--- src/rtl/pwm_pkg.sv ---
// Shared types and reset constants for the PWM bank.
// Latency: n/a (declarations only).
// Backpressure: n/a (declarations only).
package pwm_pkg;

  // Default timing width; modules carry their own WIDTH parameter.
  localparam int PWM_WIDTH = 8;

  // One channel's timing pair at the default width.
  typedef struct packed {
    logic [PWM_WIDTH-1:0] off_cyc;
    logic [PWM_WIDTH-1:0] on_cyc;
  } pwm_timing_t;

  // Reset timing: OFF=1, ON=0 parks a channel in the constant-low mode.
  localparam int PWM_RST_OFF = 1;
  localparam int PWM_RST_ON  = 0;

endpackage

--- src/rtl/pwm_bank_ch.sv ---
// One PWM channel: active/shadow timing, pending flag, phase counter and output decode.
// Latency: a write lands in the shadow next edge; it reaches the active timing at the next period boundary.
// Backpressure: none; writes are always accepted and later writes overwrite earlier ones.
// Optional: PWM_BANK_POLARITY_EN adds pol_i, XORed onto out_o last.
module pwm_bank_ch
  import pwm_pkg::*;
#(
  parameter int WIDTH = 8
) (
  input  logic             clk,
  input  logic             rst,
  input  logic             en_i,
  input  logic             wr_i,
  input  logic [WIDTH-1:0] wr_off_i,
  input  logic [WIDTH-1:0] wr_on_i,
`ifdef PWM_BANK_POLARITY_EN
  input  logic             pol_i,
`endif
  output logic             out_o,
  output logic             done_o,
  output logic             pend_o
);

  logic [WIDTH-1:0] act_off_q, act_off_d;
  logic [WIDTH-1:0] act_on_q, act_on_d;
  logic [WIDTH-1:0] sh_off_q, sh_off_d;
  logic [WIDTH-1:0] sh_on_q, sh_on_d;
  logic [WIDTH-1:0] cnt_q, cnt_d;
  logic             pend_q, pend_d;
  logic             ph_q, ph_d;

  logic             timed;
  logic             running;
  logic             boundary;
  logic             apply;
  logic [WIDTH-1:0] limit;
  logic             raw_out;

  // Both phases non-zero means the counter actually runs.
  assign timed    = (act_off_q != '0) && (act_on_q != '0);
  assign running  = en_i && timed;
  assign limit    = ph_q ? act_on_q : act_off_q;
  assign boundary = running && ph_q && (cnt_q == act_on_q - WIDTH'(1));
  // Disabled and degenerate channels treat every cycle as a boundary.
  assign apply    = !running || boundary;

  // Output decode: disabled low, OFF=0 forces high, ON=0 forces low, else phase.
  always_comb begin
    raw_out = 1'b0;
    if (!en_i)                 raw_out = 1'b0;
    else if (act_off_q == '0)  raw_out = 1'b1;
    else if (act_on_q == '0)   raw_out = 1'b0;
    else                       raw_out = ph_q;
  end

`ifdef PWM_BANK_POLARITY_EN
  assign out_o = raw_out ^ pol_i;
`else
  assign out_o = raw_out;
`endif
  assign done_o = boundary;
  assign pend_o = pend_q;

  // Timing update: a write at an apply point bypasses straight to active.
  always_comb begin
    act_off_d = act_off_q;
    act_on_d  = act_on_q;
    sh_off_d  = sh_off_q;
    sh_on_d   = sh_on_q;
    pend_d    = pend_q;
    if (wr_i) begin
      sh_off_d = wr_off_i;
      sh_on_d  = wr_on_i;
      if (apply) begin
        act_off_d = wr_off_i;
        act_on_d  = wr_on_i;
        pend_d    = 1'b0;
      end else begin
        pend_d    = 1'b1;
      end
    end else if (apply && pend_q) begin
      act_off_d = sh_off_q;
      act_on_d  = sh_on_q;
      pend_d    = 1'b0;
    end
  end

  // Phase counter: wraps at the end of each phase, held at zero when not running.
  always_comb begin
    cnt_d = cnt_q + WIDTH'(1);
    ph_d  = ph_q;
    if (!running) begin
      cnt_d = '0;
      ph_d  = 1'b0;
    end else if (cnt_q == limit - WIDTH'(1)) begin
      cnt_d = '0;
      ph_d  = ~ph_q;
    end
  end

  // State registers with asynchronous reset.
  always_ff @(posedge clk or posedge rst) begin
    if (rst) begin
      act_off_q <= WIDTH'(PWM_RST_OFF);
      act_on_q  <= WIDTH'(PWM_RST_ON);
      sh_off_q  <= '0;
      sh_on_q   <= '0;
      pend_q    <= 1'b0;
      cnt_q     <= '0;
      ph_q      <= 1'b0;
    end else begin
      act_off_q <= act_off_d;
      act_on_q  <= act_on_d;
      sh_off_q  <= sh_off_d;
      sh_on_q   <= sh_on_d;
      pend_q    <= pend_d;
      cnt_q     <= cnt_d;
      ph_q      <= ph_d;
    end
  end

endmodule

--- src/rtl/pwm_bank.sv ---
// Multi-channel PWM bank with glitch-free double-buffered timing updates.
// Latency: outputs are combinational from channel state; timing changes apply at the next period boundary.
// Backpressure: none; out-of-range wr_ch writes are dropped.
// Optional: PWM_BANK_POLARITY_EN adds the per-channel pol input.
module pwm_bank
  import pwm_pkg::*;
#(
  parameter  int NUM_CH = 4,
  parameter  int WIDTH  = 8,
  localparam int CH_W   = (NUM_CH > 1) ? $clog2(NUM_CH) : 1
) (
  input  logic              clk,
  input  logic              rst,
  input  logic              wr_en,
  input  logic [CH_W-1:0]   wr_ch,
  input  logic [WIDTH-1:0]  wr_off,
  input  logic [WIDTH-1:0]  wr_on,
  input  logic [NUM_CH-1:0] en,
`ifdef PWM_BANK_POLARITY_EN
  input  logic [NUM_CH-1:0] pol,
`endif
  output logic [NUM_CH-1:0] out,
  output logic [NUM_CH-1:0] period_done,
  output logic [NUM_CH-1:0] pending
);

  for (genvar i = 0; i < NUM_CH; i++) begin : g_ch
    logic ch_wr;

    // Write decode: an index at or beyond NUM_CH matches no channel.
    assign ch_wr = wr_en && (wr_ch == CH_W'(i));

    pwm_bank_ch #(
      .WIDTH (WIDTH)
    ) u_ch (
      .clk      (clk),
      .rst      (rst),
      .en_i     (en[i]),
      .wr_i     (ch_wr),
      .wr_off_i (wr_off),
      .wr_on_i  (wr_on),
`ifdef PWM_BANK_POLARITY_EN
      .pol_i    (pol[i]),
`endif
      .out_o    (out[i]),
      .done_o   (period_done[i]),
      .pend_o   (pending[i])
    );
  end

endmodule

--- config.mk ---
export PLATFORM = sky130hd
export DESIGN_NAME = pwm_bank
export DESIGN_NICKNAME = d
export VERILOG_FILES = /design/src/rtl/pwm_pkg.sv /design/src/rtl/pwm_bank_ch.sv /design/src/rtl/pwm_bank.sv
export SDC_FILE = /design/constraint.sdc
export NUM_CORES = 1
export LEC_CHECK = 0
export ABC_AREA = 1
export ABC_CLOCK_PERIOD_IN_PS = 6240
export BUFFER_PORTS_ARGS = -buffer_cell sky130_fd_sc_hd__clkbuf_2
export CAP_MARGIN = 20
export CELL_PAD_IN_SITES_DETAIL_PLACEMENT = 1
export CELL_PAD_IN_SITES_GLOBAL_PLACEMENT = 2
export CORE_AREA = 2 2 120 239
export DETAILED_ROUTE_END_ITERATION = 6
export DIE_AREA = 0 0 122 241
export HOLD_SLACK_MARGIN = 0.06
export PLACE_DENSITY = 0.84
export RECOVER_POWER = 50
export SYNTH_ARGS = -nofsm -noshare
export SYNTH_HDL_FRONTEND = slang
export SYNTH_SLANG_ARGS = --single-unit
--- constraint.sdc ---
create_clock -name clk -period 6.24 [get_ports clk]
set_input_delay 0.624 -clock clk [delete_from_list [all_inputs] [get_ports clk]]
set_output_delay 0.624 -clock clk [all_outputs]
set_load 0.02 [all_outputs]
==> results.sh, run 1 <==
export IMPL_path_max_fanout=34
export IMPL_ant_nets=0
export IMPL_drc=0
export IMPL_gp_congestion=0.857
export IMPL_synth_area_per_cell_um2=7.12
export IMPL_port_buffer_count=36
export IMPL_p_seq_share_pct=33.7
export IMPL_setup_viol=0
export IMPL_hold_viol_final=0
export IMPL_htreeDepth=4
export IMPL_start_util_pct=35.8
export IMPL_die_x_um=122
export IMPL_p_int_mw=2.72
export IMPL_fin_area_mm2=0.0108
export IMPL_rows=86
export IMPL_critPathLaunchType="primary input"
export IMPL_clockPowerShare_pct=19.5
export IMPL_cts_buffers_inserted=17
export IMPL_via_per_inst=4.96
export IMPL_grt_max_degree=111
export IMPL_grt_overflow=0
export IMPL_finalClockSkew_ns=0.00996
export IMPL_post_route_period_util_pct=47.4
export IMPL_io_pins=37
export IMPL_switchingPower_mw=2.38
export IMPL_slew_headroom_pct=12.6
export IMPL_max_cap_violations=0
export IMPL_slew_violations=0
export IMPL_synth_edf_count=0
export IMPL_cp_arrival_ns=3.33
export IMPL_pwr_share_comb_pct=46.8
export IMPL_clockRootBuffer="clkbuf_16"
export IMPL_crit_type="in -> reg"
export IMPL_wl_per_cell_um=16.5
export IMPL_cts_hold_buffers=0
export IMPL_synth_seq_area_share_pct=42.8
export IMPL_nFillCells=3530
export IMPL_hold_slack_ns=0.207
export IMPL_status="finished clean"
export IMPL_cts_buffer_depth=2
export IMPL_async_reset_ff_share_pct=100
export IMPL_ys_types=36
export IMPL_cts_tree="built"
export IMPL_crit_required_ns=6.61
export IMPL_grt_use_total_pct=21.0
export IMPL_worstSkewPairLatency_ns=0.44
export IMPL_cts_clk_slew_worst_paths_ns=0.07
export IMPL_drtIter0Drc=330
export IMPL_drtPass1Iterations=4
export IMPL_cts_setup_buffers=0
export IMPL_insertedDiodeCount=0
export IMPL_antenna_found_initial=0
export IMPL_grt_pass1_vias=9216
export IMPL_wirelength_um=29000
export IMPL_syn_nets=1422
export IMPL_dpl_cell_area_mm2=0.0102
export IMPL_fmax_mhz=338
export IMPL_syn_to_final_growth_pct=9.43
export IMPL_power_total_mw=5.10
export IMPL_layout_drive_gt1_share_pct=6.12
export IMPL_die_h_um=241
export IMPL_p_leak_nw=5.66
export IMPL_clock_sinks=168
export IMPL_swShare_pct=46.7
export IMPL_ir_drop_uv=272
export IMPL_rsz0062_at_grt="no"
export IMPL_period_needed_ns=2.96
export IMPL_synth_area_mm2=0.00983
export IMPL_hold_path_class="in -> async"
export IMPL_grt_pass1_wl_um=47600
export IMPL_ys_ff_latch=168
export IMPL_power_density_mw_per_mm2=474
export IMPL_worst_pin_slew_ns=1.31
export IMPL_end_kind="flip-flop"
export IMPL_vias=8725
export IMPL_ys_flop_type="dfrtp_1"
export IMPL_num_nets_final=1434
export IMPL_cts_resized_gates=0
export IMPL_netlist_instances=1381
export IMPL_finalSetupTns_ns=0
export IMPL_core_region_area_mm2=0.0274
export IMPL_hpwl_um=22600
export IMPL_die_area_mm2=0.0294
export IMPL_yosys_warnings=0
placed cells by master, fill, tap and decap left out, types with 16 or more instances in the layout:
| cell | count |
|---|---|
| xnor2_1 | 20 |
| clkbuf_2 | 30 |
| o21ai_0 | 94 |
| nand2_1 | 488 |
| nor2_1 | 115 |
| ha_1 | 16 |
| xor2_1 | 43 |
| dfrtp_1 | 164 |
| clkbuf_16 | 17 |
| nand3_1 | 164 |
| inv_1 | 151 |
cell type report:
class                   instances  area, um2  share of cell area, %
inverters                     156        587                   5.45
flip-flops and latches        168       4210                   39.1
multi-input cells            1009       4760                   44.2
clock inverters                12       90.1                  0.837
clock buffers                  20        457                   4.24
well taps                     352        440                   4.09
repair buffers                 41        219                   2.04
metrics by stage:
stage | setup WS (ns) | utilization, % | instances
2_1_floorplan | 1.08 | - | 1381
3_3_place_gp | 3.53 | 37.2 | 1725
3_5_place_dp | 3.38 | 37.2 | 1725
4_1_cts | 3.33 | 39.2 | 1757
5_1_grt | 2.87 | 39.2 | 1758
6_report | 3.28 | 39.2 | 1758
cells by family (layout without fill, tap and decap cells):
kind of cell	after synthesis	after routing	share of synthesized area, %
and+or+nand+nor	817	817	34.6
buffers and inverters	204	229	8.81
DFF	168	168	42.8
AOI/OAI and AO/OA	113	113	6.10
xor gates and xnor gates	63	63	5.61
adders and majority gates	16	16	2.04
registers in the layout, indices dropped and copies added, names as in the netlist:
signal / flops
g_ch.u_ch.cnt_q: 32
g_ch.u_ch.act_on_q: 32
g_ch.u_ch.sh_off_q: 32
g_ch.u_ch.act_off_q: 32
g_ch.u_ch.ph_q: 4
g_ch.u_ch.pend_o: 4
g_ch.u_ch.sh_on_q: 32
synthesized netlist by cell type, drive strengths merged, types with 3 or more instances:
cell type	n	area share, %
dfrtp	164	42
ha	16	2.0
nand3	164	8.3
inv	155	5.9
buf	27	2.0
o211ai	3	0.23
xor2	43	3.8
o21a	3	0.23
a21oi	8	0.41
nand2	499	19
xnor2	20	1.8
nand3b	4	0.31
nor2	118	4.6
clkbuf	21	0.81
nand4	12	0.76
dfstp	4	1.1
nor3	13	0.66
nor3b	4	0.31
o21ai	96	5.0
final timing paths:
kind | startpoint | to | slack, ns | cells past startpoint
hold / removal | rst | g_ch[1].u_ch.pend_o | 0.21 | 2
hold reg to reg | g_ch[3].u_ch.act_off_q[0] | g_ch[3].u_ch.act_off_q[0] | 0.46 | 2
setup reg to reg | g_ch[1].u_ch.ph_q | g_ch[1].u_ch.ph_q | 3.52 | 13
max in group asynchronous | rst | g_ch[2].u_ch.act_on_q[2] | 4.35 | 4
setup / recovery | wr_ch[0] | g_ch[2].u_ch.act_off_q[7] | 3.28 | 8
min in group clk | g_ch[3].u_ch.act_off_q[0] | g_ch[3].u_ch.act_off_q[0] | 0.46 | 2
power by group through the flow:
stage	logic, mW	clock network (mW)	registers, mW
finish	2.39	0.996	1.72
global route	2.78	1.07	1.76
CTS	2.43	1.03	1.72
detailed placement	2.42	0	1.74
global placement	2.34	0	1.74
floorplan	1.92	0	1.58
critical path, cell delays in order:
cell	delay, ns
clkbuf_1	0.12
inv_1	0.07
nand3_1	0.07
clkbuf_1	0.96
nand2_1	0.78
nand2_2	0.52
nand2_1	0.09
nand2_1	0.07
layer usage:
| metal | global-route usage [%] | part of all wire [%] | vias to the layer above |
|---|---|---|---|
| met5 | 0 | 0 | - |
| li1 | - | - | 4350 |
| met1 | 21.8 | 38 | 4213 |
| met2 | 40.7 | 57 | 104 |
| met4 | 10.4 | 4.4 | 0 |
| met3 | 2.41 | 1.5 | 58 |
(Power assumes the default switching activity.)
==> run 2: changes to the inputs <==
--- a/config.mk
+++ b/config.mk
@@ -6,7 +6,7 @@
 export NUM_CORES = 1
 export LEC_CHECK = 0
 export ABC_AREA = 1
-export ABC_CLOCK_PERIOD_IN_PS = 6240
+export ABC_CLOCK_PERIOD_IN_PS = 3000
 export BUFFER_PORTS_ARGS = -buffer_cell sky130_fd_sc_hd__clkbuf_2
 export CAP_MARGIN = 20
 export CELL_PAD_IN_SITES_DETAIL_PLACEMENT = 1
==> constraint.sdc (replaced) <==
create_clock -name clk -period 3 [get_ports clk]
set_input_delay 0.3 -clock clk [delete_from_list [all_inputs] [get_ports clk]]
set_output_delay 0.3 -clock clk [all_outputs]
set_load 0.02 [all_outputs]
==> results.sh, run 2 (synthesis gave the netlist of run 1 again) <==
export IMPL_finalSetupTns_ns=0
export IMPL_io_pins=37
export IMPL_crit_required_ns=3.38
export IMPL_fin_area_mm2=0.0109
export IMPL_path_cells="inv_2, nand2_1, nand2_2, ha_1, nand3_1, nor2_1, inv_1, nand2_1, nand3_1, nor2_1, nand3_1, nand2_1, nand2_1, nand2_1"
export IMPL_drc=0
export IMPL_final_cell_mix="488 x nand2_1, 164 x nand3_1, 164 x dfrtp_1"
export IMPL_slew_headroom_pct=-15.4
export IMPL_power_total_mw=10.9
export IMPL_hold_viol_final=0
export IMPL_start_util_pct=35.8
export IMPL_p_leak_nw=5.77
export IMPL_layout_commonest_cell="nand2_1"
export IMPL_grt_use_total_pct=21.3
export IMPL_core_region_area_mm2=0.0274
export IMPL_cts_setup_buffers=0
export IMPL_gp_congestion=0.896
export IMPL_ir_drop_uv=412
export IMPL_max_cap_violations=2
export IMPL_rsz0062_at_grt="no"
export IMPL_cts_resized_gates=0
export IMPL_drtPass1Iterations=4
export IMPL_wirelength_um=29400
export IMPL_register_area_mm2=0.00421
export IMPL_slew_violations=75
export IMPL_power_density_mw_per_mm2=996
export IMPL_insertedDiodeCount=0
export IMPL_cts_tree="built"
export IMPL_syn_to_final_growth_pct=11.0
export IMPL_crit_type="reg -> reg"
export IMPL_nFillCells=3519
export IMPL_wl_per_cell_um=16.6
export IMPL_cts_buffers_inserted=17
export IMPL_cts_hold_buffers=0
export IMPL_critPathLaunchType="flip-flop"
export IMPL_htreeDepth=4
export IMPL_grt_overflow=0
export IMPL_cts_clk_slew_worst_paths_ns=0.07
export IMPL_grt_pass1_wl_um=48200
export IMPL_dpl_cell_area_mm2=0.0103
export IMPL_fmax_mhz=387
export IMPL_grt_pass1_vias=9415
export IMPL_worst_pin_slew_ns=1.73
export IMPL_hpwl_um=23600
export IMPL_finalNonFillerCells=1771
export IMPL_cp_slowest_cell="dfrtp_1"
export IMPL_cp_arrival_ns=2.96
export IMPL_layout_drive_gt1_share_pct=6.91
export IMPL_crit_top_cell="nand2_1"
export IMPL_die_h_um=241
export IMPL_num_nets_final=1447
export IMPL_die_area_mm2=0.0294
export IMPL_drtIter0Drc=320
export IMPL_period_needed_ns=2.58
export IMPL_cp_slowest_stage_delay_ns=0.53
export IMPL_worstSkewPairLatency_ns=0.44
export IMPL_finalClockSkew_ns=0.0178
export IMPL_dp_worst_setup_slack_ns=0.387
export IMPL_antenna_found_initial=0
export IMPL_vias=8798
export IMPL_clock_sinks=168
export IMPL_ant_nets=0
export IMPL_die_x_um=122
export IMPL_dp_cells=1737
export IMPL_via_per_inst=4.97
export IMPL_rows=86
export IMPL_clockRootBuffer="clkbuf_16"
export IMPL_end_kind="flip-flop"
export IMPL_hold_slack_ns=0.296
export IMPL_port_buffer_count=36
export IMPL_violations="max-capacitance violations, max-slew violations"
export IMPL_grt_max_degree=49
export IMPL_status="finished with violations"
export IMPL_path_max_fanout=10
export IMPL_post_route_period_util_pct=86.1
export IMPL_hold_path_class="in -> reg"
export IMPL_setup_viol=0
export IMPL_cts_buffer_depth=2
export IMPL_multi_input_area_mm2=0.00476
export IMPL_setup_ws_ns=0.416
export IMPL_final_core_util_pct=39.8
[run 2: area by class of cell]
cell class,instances,share of cell area [%]
multi-input combinational,1009,43.6
sequential,168,38.6
inverter,156,5.37
clock buffer,19,4.06
tap,352,4.03
timing repair buffer,54,2.92
clock inverter,13,1.49
[run 2: path summary, 6_finish.rpt]
kind                                            from                         to  slack (ns)  cells past startpoint
setup / recovery                   g_ch[0].u_ch.ph_q          g_ch[0].u_ch.ph_q        0.42                     14
hold / removal                              wr_on[1]    g_ch[3].u_ch.sh_on_q[1]        0.30                      3
setup reg to reg                   g_ch[0].u_ch.ph_q          g_ch[0].u_ch.ph_q        0.42                     14
hold reg to reg            g_ch[0].u_ch.act_off_q[0]  g_ch[0].u_ch.act_off_q[0]        0.47                      2
max in group asynchronous                        rst      g_ch[2].u_ch.cnt_q[7]        0.70                      4
min in group asynchronous                        rst  g_ch[0].u_ch.act_off_q[2]        0.31                      3
[run 2: routing by layer]
metal  vias to the layer above  global-route usage [%]  wire length (um)
met5                         -                       0                 0
met2                       108                    41.8             16700
li1                       4384                       -                 -
met1                      4241                    21.3             10800
met3                        65                    2.81               548
met4                         0                    11.0              1440
[run 2: where the power goes]
part           switching (mW)  total (mW)  internal, mW
sequential              0.677        3.55          2.88
combinational            3.34        5.05          1.71
clock                   0.999        2.27          1.27
total                    5.02        10.9          5.86
[run 2: worst max-delay path: cells and delay by family (launching register included)]
kind,cells,cell delay [ns]
and+or+nand+nor,11,1.52
buffers and inverters,2,0.28
DFF,1,0.53
adders and majority gates,1,0.18
